## src/rtl/return_sequencer.sv

```systemverilog
// Return-instruction sequencer: reads the saved RA from the stack, then writes back PC/RA/SP.
// Optional build macro RET_ALIGN_CHECK_EN rejects an odd return address before any memory read.
module return_sequencer #(
    parameter int unsigned MAX_WAIT = 255,
    parameter logic [15:0] SP_STEP  = 16'd2
) (
    input  logic        clk,
    input  logic        rst,
    input  logic        start,
    input  logic [15:0] ra_in,
    input  logic [15:0] sp_in,
    output logic        mem_req,
    output logic [15:0] mem_addr,
    input  logic        mem_ack,
    input  logic [15:0] mem_rdata,
    output logic [15:0] pc_out,
    output logic [15:0] ra_out,
    output logic [15:0] sp_out,
    output logic        pc_we,
    output logic        ra_we,
    output logic        sp_we,
    output logic        busy,
    output logic        done,
    output logic        err
);

    typedef enum logic [1:0] {IDLE, READ, COMMIT, ERROR} state_t;

    // Timeout fires on the unacknowledged cycle that brings the count to MAX_WAIT.
    localparam logic [7:0] WAIT_LAST = 8'(MAX_WAIT - 1);

    state_t      state_q, state_d;
    logic [15:0] ra_lat_q, ra_lat_d;
    logic [15:0] sp_lat_q, sp_lat_d;
    logic [7:0]  cnt_q, cnt_d;
    logic [15:0] pc_q, pc_d;
    logic [15:0] rout_q, rout_d;
    logic [15:0] spout_q, spout_d;

    always_ff @(posedge clk) begin
        if (rst) begin
            state_q  <= IDLE;
            ra_lat_q <= '0;
            sp_lat_q <= '0;
            cnt_q    <= '0;
            pc_q     <= '0;
            rout_q   <= '0;
            spout_q  <= '0;
        end else begin
            state_q  <= state_d;
            ra_lat_q <= ra_lat_d;
            sp_lat_q <= sp_lat_d;
            cnt_q    <= cnt_d;
            pc_q     <= pc_d;
            rout_q   <= rout_d;
            spout_q  <= spout_d;
        end
    end

    always_comb begin
        state_d  = state_q;
        ra_lat_d = ra_lat_q;
        sp_lat_d = sp_lat_q;
        cnt_d    = cnt_q;
        pc_d     = pc_q;
        rout_d   = rout_q;
        spout_d  = spout_q;
        case (state_q)
            IDLE: begin
                if (start) begin
                    ra_lat_d = ra_in;
                    sp_lat_d = sp_in;
                    cnt_d    = '0;
`ifdef RET_ALIGN_CHECK_EN
                    state_d  = ra_in[0] ? ERROR : READ;
`else
                    state_d  = READ;
`endif
                end
            end
            READ: begin
                if (mem_ack) begin
                    // Writeback values are registered here so they appear during COMMIT and hold after.
                    pc_d    = ra_lat_q;
                    rout_d  = mem_rdata;
                    spout_d = sp_lat_q + SP_STEP;
                    state_d = COMMIT;
                end else begin
                    cnt_d = cnt_q + 8'd1;
                    if (cnt_q == WAIT_LAST) state_d = ERROR;
                end
            end
            COMMIT:  state_d = IDLE;
            ERROR:   state_d = IDLE;
            default: state_d = IDLE;
        endcase
    end

    assign mem_req  = (state_q == READ);
    assign mem_addr = sp_lat_q;
    assign pc_out   = pc_q;
    assign ra_out   = rout_q;
    assign sp_out   = spout_q;
    assign pc_we    = (state_q == COMMIT);
    assign ra_we    = (state_q == COMMIT);
    assign sp_we    = (state_q == COMMIT);
    assign done     = (state_q == COMMIT);
    assign err      = (state_q == ERROR);
    assign busy     = (state_q != IDLE);

endmodule

```

## config.mk

```make
export PLATFORM = sky130hd
export DESIGN_NAME = return_sequencer
export DESIGN_NICKNAME = d
export VERILOG_FILES = /design/src/rtl/return_sequencer.sv
export SDC_FILE = /design/constraint.sdc
export NUM_CORES = 1
export LEC_CHECK = 0
export CORE_MARGIN = 2
export CORE_UTILIZATION = 45
export CTS_BUF_LIST = sky130_fd_sc_hd__clkbuf_2 sky130_fd_sc_hd__clkbuf_4 sky130_fd_sc_hd__clkbuf_8
export DETAILED_ROUTE_END_ITERATION = 16
export HOLD_SLACK_MARGIN = 0.06
export PLACE_DENSITY = 0.89
export SLEW_MARGIN = 5
export SYNTH_ARGS = -nofsm -noshare
export SYNTH_HDL_FRONTEND = slang
export SYNTH_SLANG_ARGS = --single-unit
```

## constraint.sdc

```tcl
create_clock -name clk -period 4.3 [get_ports clk]
set_clock_uncertainty 0.05 [all_clocks]
set_input_delay 0.43 -clock clk [delete_from_list [all_inputs] [get_ports clk]]
set_output_delay 0.43 -clock clk [all_outputs]
set_load 0.05 [all_outputs]
```

======== After elaboration in Yosys (flattened, before gate mapping) ========
Cells that the tools add are included.
Widths: inputs -> output; s select.
word-level totals
  register bits ........................... 90
  latch bits .............................. 0
  memory bits (writable) .................. 0
  memory bits (read-only) ................. 0
  input port bits ......................... 52
  output and inout bits ................... 71
  logic and storage cells ................. 31
  memories kept ........................... 0
cells by class
  add/sub/neg operators ................... 2
  $mul .................................... 0
  div/mod/pow operators ................... 0
  magnitude comparators ................... 0
  equal/unequal tests ..................... 7
  shift-type cells ........................ 0
  muxes and demuxes ....................... 7
  bitwise gates (word level) .............. 0
  reduce and logical (&&, ||, !) cells .... 8
operators by type and width
  operator               number
  $add 16x2->16 const B  1
  $mux 8                 2
  $pmux 8 s2             1
  $add 8x1->8 const B    1
  $eq 8x8->1 const B     1
  $mux 2                 3
  $pmux 2 s3             1
  $reduce_and 2->1       3
  $eq 2x2->1 const B     2
  $ne 2x2->1 const B     2
  $reduce_bool 2->1      2
  $ne 3x1->1 const B     1
  $reduce_and 3->1       1
  $eq 2x1->1 const B     1
  $logic_not 2->1        1
  $reduce_or 2->1        1

======== Logic depth before layout (Yosys ltp) ========
  depth in word-level cells ............... 4
  gate-level depth with buffers ........... 7

======== Least setup slack after synthesis ========
No wires, ideal clock.
  kind .................................... flip-flop to output port
  start ................................... reg state_q[1]
  end ..................................... out pc_we
  arrival time ............................ 1.620 ns
  required time ........................... 3.820 ns
  setup slack ............................. 2.200 ns
  cell stages (with the launch flop) ...... 4
  cells stage by stage .................... dfxtp_1 -> buf_2 -> nor2b_1 -> buf_4
between the ends
  longest elaborated chain between the ends .. 1
RTL lines
  what                    line  source
  from (decl)             32    state_t state_q, state_d;
  from (signal assigned)  50    state_q <= state_d;
  $eq 2x2->1              n/a
  to (decl)               19    output logic pc_we,
Every way passes these cells.

======== Final worst setup path ========
  start ................................... reg state_q[1]
  end ..................................... out ra_we
between the ends
  longest elaborated chain between the ends .. 1
RTL lines
  what        line  source
  $eq 2x2->1  105   assign ra_we = (state_q == COMMIT);
  to (decl)   20    output logic ra_we,
Every way passes these cells.

==> run_results.csv <==
group,metric,value,unit
outcome,status,"complete, no violations",
power_and_ir_drop,power_leakage,1.72,nW
route,routed-wl-met2,4290,µm
synthesis,synth_seq_cells,90,
final_layout,area_growth,41.9,%
place,portBuffers,122,
sta,finalCritPeriodShare,57.6,%
synthesis,synth.most_common_cell,"nand2_1",
sta,tightest_slew,1130,ps
route,first_pass_iters,4,
place,gp_congestion,0.787,
sta,hold_viol,0,
sta,whs,406,ps
route,detail-route-antenna-nets,0,
synthesis,netlist_area,3530,µm²
critical_path,start_kind,"flop",
cts,clockBufferDepth,2,
cts,path_clk_slew,80,ps
synthesis,async_flop_share,0,%
final_layout,utilization,65.6,%
route,m1WireLength,3740,µm
grt,grt_pass1_vias,3044,
route,vias_per_cell,5.10,
sta,maxSlewHeadroom,24.3,%
synthesis,synthTopCellsByArea,"dfxtp_1, nand2_1, a21oi_1",
final_layout,n_antenna_cell,0,
floorplanning,fp.dieH,92.6,µm
cts,cts_tree,"done",
sta,drv_slew,0,
sta,fmax,404,MHz
synthesis,synth.cells.most_frequent,"nand2_1, dfxtp_1, a21oi_1",
critical_path,critPathMaxFanout,9,
power_and_ir_drop,ir_drop,0.190,mV
cts,cts_max_level,3,
critical_path,worst_ep_required_time,3820,ps
final_layout,drive_gt1_share,5.36,%
floorplanning,coreArea,7650,µm²
synthesis,syn-num-nets,488,
route,top_layer,"met4",
route,drtIter0Drc,141,
cts,cts_setup_buffers,0,
cts,clock_latency,340,ps
critical_path,cp-end-kind,"output pin",
cts,cts_buffers,9,
synthesis,synth_edf_count,0,
synthesis,syn_avg_cell_area,8.16,µm²
route,vias,3282,
hold_path,min_path_type,"reg -> reg",
grt,grt_overflow,0,
synthesis,synth_seq_area_share,51.0,%
synthesis,synth_ff_type,"dfxtp_1",
floorplanning,initial_core_util,46.2,%
synthesis,syn_inst,433,
sta,setup_tns,0,ps
route,wl_met3,460,µm
sta,setup_viol,0,
power_and_ir_drop,p_per_area,387,nW/µm²
grt,grt_pass1_wl,14300,µm
synthesis,synth_top_cell_area_share,51.0,%
route,wl_per_cell,13.6,µm
critical_path,crit_arrival,2000,ps
sta,fin_crit,2480,ps
route,routed_wl,8740,µm
floorplanning,die_w,92.6,µm
final_layout,num-nets-final,592,
final_layout,fillers,635,
critical_path,crit_type,"reg -> out",
cts,cts-root-buf,"clkbuf_8",
grt,grtUsageTotal,20.5,%
grt,antenna_found_initial,0,
grt,grt_start_max_net_pins,61,
synthesis,synth_top_area_cell,"dfxtp_1",
synthesis,yosysWarningCount,0,
sta,rsz0062_at_grt,"no",
run,maxCapViolations,0,
floorplanning,io_pins,123,
floorplanning,dieArea,8580,µm²
cts,cts-hold-fix-buffers,0,
cts,cts_resized,0,
place,post-dp-hpwl,6110,µm
route,drc,0,
power_and_ir_drop,power.total,1.94,mW
synthesis,synthDistinctLibCells,34,
cts,cts_sinks,90,
floorplanning,fp-row-count,32,
-- metal layers --
metal / vias up / global-route usage (%)
met2: 98 / 34.8
met1: 1527 / 25.6
li1: 1635 / -
met4: 0 / 9.07
met5: - / 0
met3: 22 / 3.58
-- where the power goes --
part           switching [mW]  internal (mW)  leakage (nW)  total (mW)
Clock                   0.280          0.448         0.126       0.729
Combinational           0.191          0.120         0.865       0.311
Sequential             0.0314          0.869         0.733       0.900
-- per-stage QoR --
| stage | instances | worst slack, ps | instance area [µm²] |
|---|---|---|---|
| floorplan | 433 | 2200 | 3530 |
| global placement | 628 | 1920 | 4750 |
| detailed placement | 628 | 1780 | 4750 |
| CTS | 643 | 1790 | 5010 |
| global route | 643 | 1660 | 5010 |
| finish | 643 | 1820 | 5010 |
-- layout make-up --
class	instances	area [µm²]	share of cell area, %
Clock buffer	10	131	2.62
Clock inverter	5	128	2.55
Inverter	4	15.0	0.299
Multi-Input combinational cell	307	1570	31.3
Sequential cell	90	1800	35.9
Tap cell	102	128	2.55
Timing Repair Buffer	125	1240	24.7
-- final timing paths --
kind,start,to,slack [ps],cells past startpoint
min,ra_lat_q[4],pc_out[4],410,2
max reg2reg,state_q[0],sp_out[10],2080,4
min reg2reg,ra_lat_q[4],pc_out[4],410,2
max,state_q[1],ra_we,1820,2
-- cell families after synthesis --
| logic type | Yosys count | share of synthesized area (%) |
|---|---|---|
| adders and majority gates | 3 | 1.06 |
| xor gates and xnor gates | 19 | 4.71 |
| DFF | 90 | 51.0 |
| buffers and inverters | 36 | 4.74 |
| and+or+nand+nor | 194 | 23.6 |
| AOI/OAI and AO/OA | 91 | 14.9 |
-- cell usage in the layout, fill, tap and decap left out, drive strengths merged, types with 2 or more instances in the layout --
cell type,count
xnor2,8
clkbuf,10
ha,3
inv,4
nand4,4
o21ai,3
nor2,27
dfxtp,90
nor3,3
o211ai,3
nor4,3
clkdlybuf4s50,121
xor2,11
nand2,137
nor2b,3
bufinv,4
nand3,3
nor3b,3
o2111ai,2
and2,4
buf,4
a211oi,13
and4,2
a21oi,69
-- flip-flops by register name, summed over array words and instances (netlist names) --
name	count
mem_addr	16
pc_out	16
ra_lat_q	16
ra_out	16
sp_out	16
cnt_q	8
state_q	2
-- worst max-delay path, cell delays in order, from the launching register on --
cell             delay, ps
dfxtp_1                520
nor2b_1                290
clkdlybuf4s50_1        850
Power figures use the tool's default switching activity.
